===== config.mk =====
export PLATFORM = sky130hd
export DESIGN_NAME = gpu_cmd_tx
export DESIGN_NICKNAME = d
export VERILOG_FILES = /design/src/rtl/gpu_cmd_tx.sv
export SDC_FILE = /design/constraint.sdc
export NUM_CORES = 1
export LEC_CHECK = 0
export CORE_AREA = 4 4 87 89
export CTS_CLUSTER_DIAMETER = 150
export DETAILED_ROUTE_END_ITERATION = 10
export DIE_AREA = 0 0 91 93
export HOLD_SLACK_MARGIN = 0.15
export SLEW_MARGIN = 25
export SYNTH_ARGS = -nofsm -noshare
export SYNTH_HDL_FRONTEND = slang
export SYNTH_SLANG_ARGS = --single-unit

===== constraint.sdc =====
create_clock -name clk -period 3.3 [get_ports clk]
set_input_delay 0.495 -clock clk [delete_from_list [all_inputs] [get_ports clk]]
set_output_delay 0.495 -clock clk [all_outputs]
set_load 0.1 [all_outputs]

===== src/rtl/gpu_cmd_tx.sv =====
// gpu_cmd_tx: buffers host commands in a FIFO and serialises them onto the GPU
// interrupt bus with setup/strobe/gap timing. Optional macro: GPU_TX_CURSOR_SHADOW_EN.
module gpu_cmd_tx #(
  parameter int unsigned DEPTH         = 4,
  parameter int unsigned SETUP_CYCLES  = 1,
  parameter int unsigned STROBE_CYCLES = 2,
  parameter int unsigned GAP_CYCLES    = 1
) (
  input  logic                     clk,
  input  logic                     rst_n,
  input  logic                     cmd_valid,
  output logic                     cmd_ready,
  input  logic [1:0]               cmd_op,
  input  logic [7:0]               cmd_data,
  output logic [1:0]               interrupt_in,
  output logic [7:0]               data_out,
  output logic                     interrupt_enable,
  output logic                     busy,
  output logic [$clog2(DEPTH):0]   fifo_level
`ifdef GPU_TX_CURSOR_SHADOW_EN
  ,
  output logic [6:0]               cursor_x,
  output logic [5:0]               cursor_y
`endif
);

  localparam int unsigned AW   = $clog2(DEPTH);
  localparam int unsigned MAXC = (SETUP_CYCLES > STROBE_CYCLES)
                                 ? ((SETUP_CYCLES > GAP_CYCLES) ? SETUP_CYCLES : GAP_CYCLES)
                                 : ((STROBE_CYCLES > GAP_CYCLES) ? STROBE_CYCLES : GAP_CYCLES);
  localparam int unsigned CW   = $clog2(MAXC + 1);

  typedef struct packed {
    logic [1:0] op;
    logic [7:0] data;
  } cmd_t;

  typedef enum logic [1:0] {
    ST_IDLE   = 2'd0,
    ST_SETUP  = 2'd1,
    ST_STROBE = 2'd2,
    ST_GAP    = 2'd3
  } state_e;

  cmd_t          r_mem [DEPTH];
  logic [AW:0]   r_wptr;
  logic [AW:0]   r_rptr;
  state_e        r_state;
  state_e        w_state_nxt;
  logic [CW-1:0] r_cnt;
  logic [CW-1:0] w_cnt_nxt;
  logic          r_ie;
  logic          w_ie_nxt;
  logic [1:0]    r_op;
  logic [7:0]    r_data;
  logic          w_full;
  logic          w_empty;
  logic          w_push;
  logic          w_pop;
  cmd_t          w_head;

  // Extra-bit pointers: equal means empty, MSB-only difference means full
  assign w_empty = (r_wptr == r_rptr);
  assign w_full  = (r_wptr[AW] != r_rptr[AW]) && (r_wptr[AW-1:0] == r_rptr[AW-1:0]);
  assign w_push  = cmd_valid && !w_full;
  assign w_head  = r_mem[r_rptr[AW-1:0]];

  assign cmd_ready        = !w_full;
  assign fifo_level       = r_wptr - r_rptr;
  assign busy             = (r_state != ST_IDLE) || !w_empty;
  assign interrupt_in     = r_op;
  assign data_out         = r_data;
  assign interrupt_enable = r_ie;

  always_ff @(posedge clk) begin
    if (w_push) r_mem[r_wptr[AW-1:0]] <= cmd_t'{op: cmd_op, data: cmd_data};
  end

  always_ff @(posedge clk or negedge rst_n) begin
    if (!rst_n) begin
      r_wptr <= '0;
      r_rptr <= '0;
    end else begin
      if (w_push) r_wptr <= r_wptr + (AW+1)'(1);
      if (w_pop)  r_rptr <= r_rptr + (AW+1)'(1);
    end
  end

  // Sequencer next state: each timed phase reloads the counter and ends at count 1
  always_comb begin
    w_state_nxt = r_state;
    w_cnt_nxt   = r_cnt;
    w_ie_nxt    = r_ie;
    w_pop       = 1'b0;
    case (r_state)
      ST_IDLE: begin
        if (!w_empty) begin
          w_pop       = 1'b1;
          w_cnt_nxt   = CW'(SETUP_CYCLES);
          w_state_nxt = ST_SETUP;
        end
      end
      ST_SETUP: begin
        if (r_cnt == CW'(1)) begin
          w_ie_nxt    = 1'b1;
          w_cnt_nxt   = CW'(STROBE_CYCLES);
          w_state_nxt = ST_STROBE;
        end else begin
          w_cnt_nxt = r_cnt - CW'(1);
        end
      end
      ST_STROBE: begin
        if (r_cnt == CW'(1)) begin
          w_ie_nxt    = 1'b0;
          w_cnt_nxt   = CW'(GAP_CYCLES);
          w_state_nxt = ST_GAP;
        end else begin
          w_cnt_nxt = r_cnt - CW'(1);
        end
      end
      ST_GAP: begin
        if (r_cnt == CW'(1)) begin
          w_cnt_nxt   = '0;
          w_state_nxt = ST_IDLE;
        end else begin
          w_cnt_nxt = r_cnt - CW'(1);
        end
      end
      default: begin
        w_ie_nxt    = 1'b0;
        w_cnt_nxt   = '0;
        w_state_nxt = ST_IDLE;
      end
    endcase
  end

  always_ff @(posedge clk or negedge rst_n) begin
    if (!rst_n) begin
      r_state <= ST_IDLE;
      r_cnt   <= '0;
      r_ie    <= 1'b0;
      r_op    <= 2'b00;
      r_data  <= 8'h00;
    end else begin
      r_state <= w_state_nxt;
      r_cnt   <= w_cnt_nxt;
      r_ie    <= w_ie_nxt;
      if (w_pop) begin
        r_op   <= w_head.op;
        r_data <= w_head.data;
      end
    end
  end

`ifdef GPU_TX_CURSOR_SHADOW_EN
  logic [6:0] r_cx;
  logic [5:0] r_cy;
  logic [6:0] w_cx_nxt;
  logic [5:0] w_cy_nxt;
  logic [7:0] w_xsum;
  logic [6:0] w_ysum;

  assign w_xsum = {1'b0, r_cx} + {1'b0, w_head.data[6:0]};
  assign w_ysum = {1'b0, r_cy} + {1'b0, w_head.data[5:0]};

  // Cursor mirror of the GPU's 80x60 text grid, advanced as each command is popped
  always_comb begin
    w_cx_nxt = r_cx;
    w_cy_nxt = r_cy;
    case (w_head.op)
      2'b00: begin
        if (r_cx == 7'd79) begin
          w_cx_nxt = 7'd0;
          w_cy_nxt = (r_cy == 6'd59) ? 6'd0 : r_cy + 6'd1;
        end else begin
          w_cx_nxt = r_cx + 7'd1;
        end
      end
      2'b01: begin
        if (w_head.data[7]) begin
          if (w_xsum >= 8'd160)     w_cx_nxt = 7'(w_xsum - 8'd160);
          else if (w_xsum >= 8'd80) w_cx_nxt = 7'(w_xsum - 8'd80);
          else                      w_cx_nxt = 7'(w_xsum);
        end else begin
          if (w_ysum >= 7'd120)     w_cy_nxt = 6'(w_ysum - 7'd120);
          else if (w_ysum >= 7'd60) w_cy_nxt = 6'(w_ysum - 7'd60);
          else                      w_cy_nxt = 6'(w_ysum);
        end
      end
      default: begin
        w_cx_nxt = r_cx;
        w_cy_nxt = r_cy;
      end
    endcase
  end

  always_ff @(posedge clk or negedge rst_n) begin
    if (!rst_n) begin
      r_cx <= 7'd0;
      r_cy <= 6'd0;
    end else if (w_pop) begin
      r_cx <= w_cx_nxt;
      r_cy <= w_cy_nxt;
    end
  end

  assign cursor_x = r_cx;
  assign cursor_y = r_cy;
`endif

endmodule


Word-level counts from Yosys, hierarchy flattened
Memories as Yosys holds them, arrays and structs flattened. A register that Yosys moved wholly into a read port is not among the register bits.
Index checks and enable logic that the tools add are counted.
{ "word_totals": {"register_bits": 11, "latch_bits": 0, "ramBits": 40, "romBits": 0, "inputBits": 13, "output_inout_bits": 16, "elab_cells": 48, "n_memories": 1} }
{ "mem_list": {"columns": ["memory", "words", "width", "rd", "rd_clocked_by_memory_dff", "write_ports", "line", "source"], "rows": [
  ["r_mem", 4, 10, 1, 1, 1, "45", "cmd_t r_mem [DEPTH];"]
]} }
{ "op_classes": {"addsub": 4, "mul": 0, "div": 0, "magnitude_cmp": 0, "eq_ne": 11, "n_shift": 0, "mux": 16, "n_bitwise": 0, "n_reduce_logical": 11} }
{ "op_table": {"columns": ["operator", "n"], "rows": [
  ["$pmux 2 s4", 2],
  ["$mux 2", 7],
  ["$ne 2x2->1 const B", 4],
  ["$add 3x1->3 const B", 2],
  ["$mux 1", 6],
  ["$eq 2x1->1 const B", 2],
  ["$eq 2x2->1 const B", 2],
  ["$reduce_and 4->1", 1],
  ["$reduce_bool 2->1", 2],
  ["$eq 3x3->1", 1],
  ["$logic_not 1->1", 3],
  ["$reduce_and 3->1", 1],
  ["$sub 3x3->3", 1],
  ["$eq 2x2->1", 1],
  ["$logic_and 1x1->1", 2],
  ["$logic_not 2->1", 1],
  ["$pmux 1 s2", 1],
  ["$sub 2x1->2 const B", 1],
  ["$logic_or 1x1->1", 1],
  ["$ne 1x1->1", 1]
]} }

Logic depth before layout (Yosys ltp)
Gate-level depths: netlist of the first run.
{ "logic_depth": {"word_depth": 6, "ltp_mapped": 7, "ltp_nobuf": 5} }

Worst setup path after synthesis of the first run
Ideal clock, no wire load.
{ "synth_path": {"kind": "reg-to-output", "from": "reg r_wptr[0]", "to": "out fifo_level[2]", "t_arrival_ps": 2464, "required_ps": 2805, "path_slack_ps": 341, "path_stages_with_launch": 5, "path_buffers": 0, "cell_sequence": "dfrtp_1 > inv_1 > ha_1 > fa_1 > xor2_1"} }
{ "synth_between": {"elab_chain_cells": 1} }
{ "synth_lines": {"columns": ["item", "line", "source"], "rows": [
  ["start, declared", "46", "logic [AW:0] r_wptr;"],
  ["start signal, assigned", "84", "if (w_push) r_wptr <= r_wptr + (AW+1)'(1);"],
  ["$sub 3x3->3", "69", "assign fifo_level = r_wptr - r_rptr;"],
  ["end, declared", "19", "output logic [$clog2(DEPTH):0] fifo_level"]
]} }
Every way passes these cells.

Final worst setup path of the first run
{ "layout_path": {"from": "reg r_rptr[1]", "to": "out busy"} }
{ "layout_between": {"elab_chain_cells": 3} }
{ "layout_lines": {"columns": ["item", "line", "source"], "rows": [
  ["start, declared", "47", "logic [AW:0] r_rptr;"],
  ["start signal, assigned", "85", "if (w_pop) r_rptr <= r_rptr + (AW+1)'(1);"],
  ["$eq 3x3->1", "63", "assign w_empty = (r_wptr == r_rptr);"],
  ["$logic_not 1->1", null, null],
  ["$logic_or 1x1->1", "70", "assign busy = (r_state != ST_IDLE) || !w_empty;"],
  ["end, declared", "18", "output logic busy,"]
]} }
Every way passes these cells.

==> results of run 1 <==
[stage by stage]
step           worst slack (ps)  cell area (um2)  std cells  utilization  hold slack [ps]
3_5_place_dp                864             3030        259        0.449              493
3_3_place_gp                947             3030        259        0.449              493
2_1_floorplan               341             2660        151            -              199
4_1_cts                     610             3260        275        0.483              517
6_report                    644             3260        275        0.482              122
5_1_grt                     432             3260        275        0.482              159
[cells by family after synthesis]
family	count (synthesis)
AO/OA/AOI/OAI	9
adder cells (fa/ha/maj)	17
multiplexers	26
buffers and inverters	15
AND/OR/NAND/NOR	17
flip-flops	61
XOR/XNOR	6
[worst max-delay path: cells and delay by family (launching register included)]
kind	cells	cell delay, ps
fa+ha+maj	1	380
buf+inv	3	390
flops	1	730
simple gates	2	340
[worst paths after layout]
check,start,end,slack [ps],cells after the start
max,r_rptr[1],busy,640,6
min reg2reg,data_out[5],data_out[5],510,1
min in group clk,data_out[5],data_out[5],510,1
max in group asynchronous,rst_n,r_rptr[1],2820,1
min,rst_n,r_state[1],120,1
max reg2reg,r_rptr[1],r_mem[1][5],880,4
[cell usage after synthesis]
| master | count | area (um2) |
|---|---|---|
| edfxtp_1 | 40 | 1200 |
| ha_1 | 16 | 200 |
| o211ai_1 | 1 | 7.51 |
| mux2_4 | 9 | 135 |
| o41a_1 | 1 | 11.3 |
| nor2b_1 | 1 | 6.26 |
| xor2_1 | 2 | 17.5 |
| mux4_2 | 10 | 225 |
| mux2_2 | 5 | 56.3 |
| xor2_2 | 1 | 16.3 |
| nand2b_1 | 2 | 12.5 |
| nor2_1 | 3 | 11.3 |
| o21ai_0 | 1 | 5.00 |
| buf_2 | 1 | 5.00 |
| dfrtp_1 | 21 | 526 |
| buf_6 | 1 | 11.3 |
| buf_1 | 1 | 3.75 |
| nand3_1 | 2 | 10.0 |
| nor3_1 | 2 | 10.0 |
| o21ai_2 | 1 | 8.76 |
| o22ai_1 | 1 | 6.26 |
| and2_1 | 3 | 18.8 |
| a21oi_1 | 1 | 5.00 |
| a31oi_1 | 2 | 12.5 |
| mux2i_1 | 2 | 20.0 |
| nand2_1 | 3 | 11.3 |
| or3_2 | 1 | 7.51 |
| inv_1 | 12 | 45.0 |
| o221ai_1 | 1 | 8.76 |
| xnor2_1 | 3 | 26.3 |
| fa_1 | 1 | 20.0 |
[placed cells by master (no fill, tap or decap), types with 2 or more instances in the layout]
| cell | instances |
|---|---|
| mux2_2 | 5 |
| nand2_1 | 3 |
| clkdlybuf4s50_1 | 22 |
| clkbuf_8 | 11 |
| nor3_1 | 2 |
| nor2_1 | 3 |
| a31oi_1 | 2 |
| and2_1 | 3 |
| xnor2_1 | 3 |
| nand3_1 | 2 |
| xor2_1 | 2 |
| dfrtp_1 | 21 |
| bufinv_16 | 2 |
| mux2i_1 | 2 |
| edfxtp_1 | 40 |
| buf_4 | 8 |
| mux4_2 | 10 |
| mux2_4 | 9 |
| ha_1 | 16 |
| inv_1 | 12 |
| nand2b_1 | 2 |
[cell type report]
type | instances | area (um2)
multi-input combinational | 75 | 870
inverter | 12 | 45.0
fill | 577 | 3500
sequential | 61 | 1730
clock inverter | 5 | 81.3
tap | 80 | 100
clock buffer | 11 | 151
timing repair buffer | 31 | 285
[sequential cells by signal (all words and copies together), names as in the netlist]
signal / cells
r_mem: 40
data_out: 8
r_rptr: 3
r_wptr: 3
interrupt_in: 2
r_cnt: 2
r_state: 2
interrupt_enable: 1
[routing by layer]
layer	global-route usage	up-vias	routed length [um]
li1	-	639	-
met1	0.128	693	1880
met2	0.207	31	2500
met3	0.0346	14	175
met4	0.0704	0	123
met5	0	-	0
==> results.yml, run 1 <==
outcome:
  status: "completed"
sta:
  max_clock_freq_ghz: 0.377
  rsz0062_at_grt: "false"
  setup_viol: 0
  max_slew_margin: 0.332
  min_period_over_period: 0.805
  fin_skew_ps: 11.0
  fin_setup_tns_ps: 0
  slew_violations: 0
  fin_crit_ps: 2660
  hold_viol: 0
  tightestPinTransition_ps: 998
drt:
  firstDrtPassIters: 4
  ant_nets: 0
  via_per_inst: 5.01
  vias: 1377
  drt_iter0_markers: 79
  wl_um: 4680
  wl_per_cell_um: 17.0
  drc: 0
global_routing:
  grt_pass1_wl_um: 7380
  grt_antenna_before_repair: 0
  grt_max_degree: 22
  grt_usage: 0.118
  grt_overflow_total: 0
  grt_pass1_vias: 1462
clock_network:
  clk_pin_slew_ps: 70
  cts.sinks: 61
  cts_buffer_depth: 2
  cts_resized: 0
  cts_root_buffer: "clkbuf_8"
  hold_buffers: 0
  postCtsSetupRepairBufs: 0
  cts_inserted_buffers: 9
  cts_tree: "yes"
  htreeDepth: 3
  worstSkewPairLatency_ps: 340
layout:
  diodes: 0
  syn_to_final_growth_pct: 22.5
  nets: 220
  drive_gt1_frac: 0.262
synth:
  ys_types: 31
  syn-mean-instance-area_um2: 17.6
  yosys_warnings: 0
  synth_nets: 181
  synthMuxAreaShare: 0.164
  synth_top_family_by_area: "multiplexers"
  postSynthCellCount: 151
  synthAdderAreaFrac: 0.0827
  ys_seq_elements: 61
  yosys.area_share.simple: 0.0329
  synth_area_um2: 2660
  synth-xor-area-share: 0.0226
  yosysSeqAreaShare: 0.649
  synth-compound-area-share: 0.0244
setup_path:
  path_max_fanout: 14
  start_kind: "flop"
  cp.arrival_ps: 2160
  cp_cell_sequence: "inv_1 > ha_1 > nand3_1 > nor2_1 > inv_1 > buf_4"
  cp_common_cell: "inv_1"
  end_kind: "primary output"
  slowest_delay_ps: 730
  crit_type: "reg -> out"
  required_ps: 2800
  cp_slowest_cell: "dfrtp_1"
hold_path:
  hp-class: "in -> async"
floorplanning:
  die_x_um: 91
  io_pins: 29
  rows: 30
  die_area_um2: 8460
  coreArea_um2: 6760
  start_util: 0.394
  die_h_um: 93
job:
  cap_violations: 0
place:
  port_buffers: 28
  dpl.hpwl_um: 3220
  place.gp.congestion: 0.724
Power of run 1 is not shown: default switching activity piles up to over one toggle a cycle in this logic, so the estimate is an artifact.
==> run 2, diff against run 1 <==
==> constraint.sdc (replaced) <==
create_clock -name clk -period 2.65 [get_ports clk]
set_input_delay 0.3975 -clock clk [delete_from_list [all_inputs] [get_ports clk]]
set_output_delay 0.3975 -clock clk [all_outputs]
set_load 0.1 [all_outputs]
==> run 2 against run 1 <==
Compared with the run above: worst hold slack better by 300 ps; final area is 1.8% higher; register-to-register slack worse by 420 ps; final cell count is 0.73% higher; clock skew is 1.4 ps lower; count of clock-buffer cells in the layout stayed put; first-iteration DRC count is 63% lower.
==> results.yml, run 2 (synthesis results as in run 1) <==
outcome:
  status: "completed"
setup_path:
  start_kind: "flop"
  slowest_delay_ps: 390
  required_ps: 2250
  reg2reg_slack_ps: 460
  reg2reg_depth: 4
  cp_common_cell: "inv_1"
  path_max_fanout: 6
  critPathTopFamily: "buffers and inverters"
  end_kind: "primary output"
  r2r_end: "r_mem[2][9]"
  cp.arrival_ps: 1880
  cp_slowest_cell: "ha_1"
  cp_cell_sequence: "inv_1 > ha_1 > nand3_1 > nor2_1 > inv_1 > buf_12"
  crit_type: "reg -> out"
  cp_num_buf_inv: 3
  r2r_start: "r_wptr[0]"
drt:
  ant_nets: 0
  firstDrtPassIters: 3
  via_per_inst: 4.92
  drt_iter0_markers: 29
  vias: 1364
  wl_um: 4760
  wl_per_cell_um: 17.2
  drc: 0
sta:
  hold_viol: 0
  fin_setup_tns_ps: 0
  fin_crit_ps: 2280
  tightestPinTransition_ps: 531
  setup_viol: 0
  rsz0062_at_grt: "false"
  slew_violations: 0
  max_slew_margin: 0.646
  min_period_over_period: 0.860
  fin_skew_ps: 9.57
  max_clock_freq_ghz: 0.439
layout:
  multi_input_area_um2: 877
  diodes: 0
  seq_area_um2: 1730
  layout_commonest_cell: "edfxtp_1"
  final_util: 0.491
  drive_gt1_frac: 0.325
  nFillCells: 589
  final_cell_mix: "edfxtp_1 (40), dfrtp_1 (21), buf_4 (17)"
  finalInstanceArea_um2: 3320
  syn_to_final_growth_pct: 24.7
  largest_register_ff_count: 40
  nets: 223
floorplanning:
  rows: 30
  die_x_um: 91
  die_area_um2: 8460
  io_pins: 29
  start_util: 0.394
  die_h_um: 93
  coreArea_um2: 6760
clock_network:
  worstSkewPairLatency_ps: 330
  cts_tree: "yes"
  htreeDepth: 3
  cts_buffer_depth: 2
  postCtsSetupRepairBufs: 0
  cts.sinks: 61
  cts_resized: 0
  cts_root_buffer: "clkbuf_8"
  cts_inserted_buffers: 9
  clk_pin_slew_ps: 70
  hold_buffers: 0
hold_path:
  hp-class: "in -> async"
global_routing:
  grt_overflow_total: 0
  grt_max_degree: 22
  grt_usage: 0.125
  grt_pass1_wl_um: 7910
  grt_antenna_before_repair: 0
  grt_pass1_vias: 1532
place:
  place.gp.congestion: 0.786
  place_area_um2: 3100
  port_buffers: 28
  dpl.hpwl_um: 3370
job:
  cap_violations: 0
## run 2: how the worst max path moves through the flow
stage	from	slack [ps]	to	cells past startpoint
after floorplan	r_wptr[0]	280	fifo_level[2]	4
after global placement	cmd_valid	500	r_mem[2][6]	4
after detailed placement	cmd_valid	480	r_mem[2][6]	4
after CTS	r_wptr[0]	360	busy	6
after global routing	r_wptr[0]	190	busy	6
final	r_wptr[0]	370	busy	6
## run 2: through the flow
stage | hold WS (ps) | setup slack, ps | instances
4_1_cts | 419 | 357 | 277
3_5_place_dp | 496 | 475 | 262
6_report | 425 | 372 | 277
3_3_place_gp | 493 | 503 | 262
2_1_floorplan | 102 | 282 | 151
5_1_grt | 437 | 192 | 277
## run 2: final cells by class
cell class,count,share of cell area
clock inverters,4,0.0215
clock buffers,11,0.0456
flip-flops and latches,61,0.520
inverters,12,0.0136
well taps,80,0.0302
multi-input cells,75,0.264
repair buffers,34,0.105
## run 2: metal layers
layer / vias up / part of all wire / wire length [um] / track usage
li1: 645 / - / - / -
met1: 691 / 0.43 / 2070 / 0.151
met2: 23 / 0.51 / 2450 / 0.207
met3: 5 / 0.043 / 207 / 0.0491
met4: 0 / 0.0088 / 42 / 0.0377
met5: - / 0 / 0 / 0
Power of run 2 is left out for the same reason.
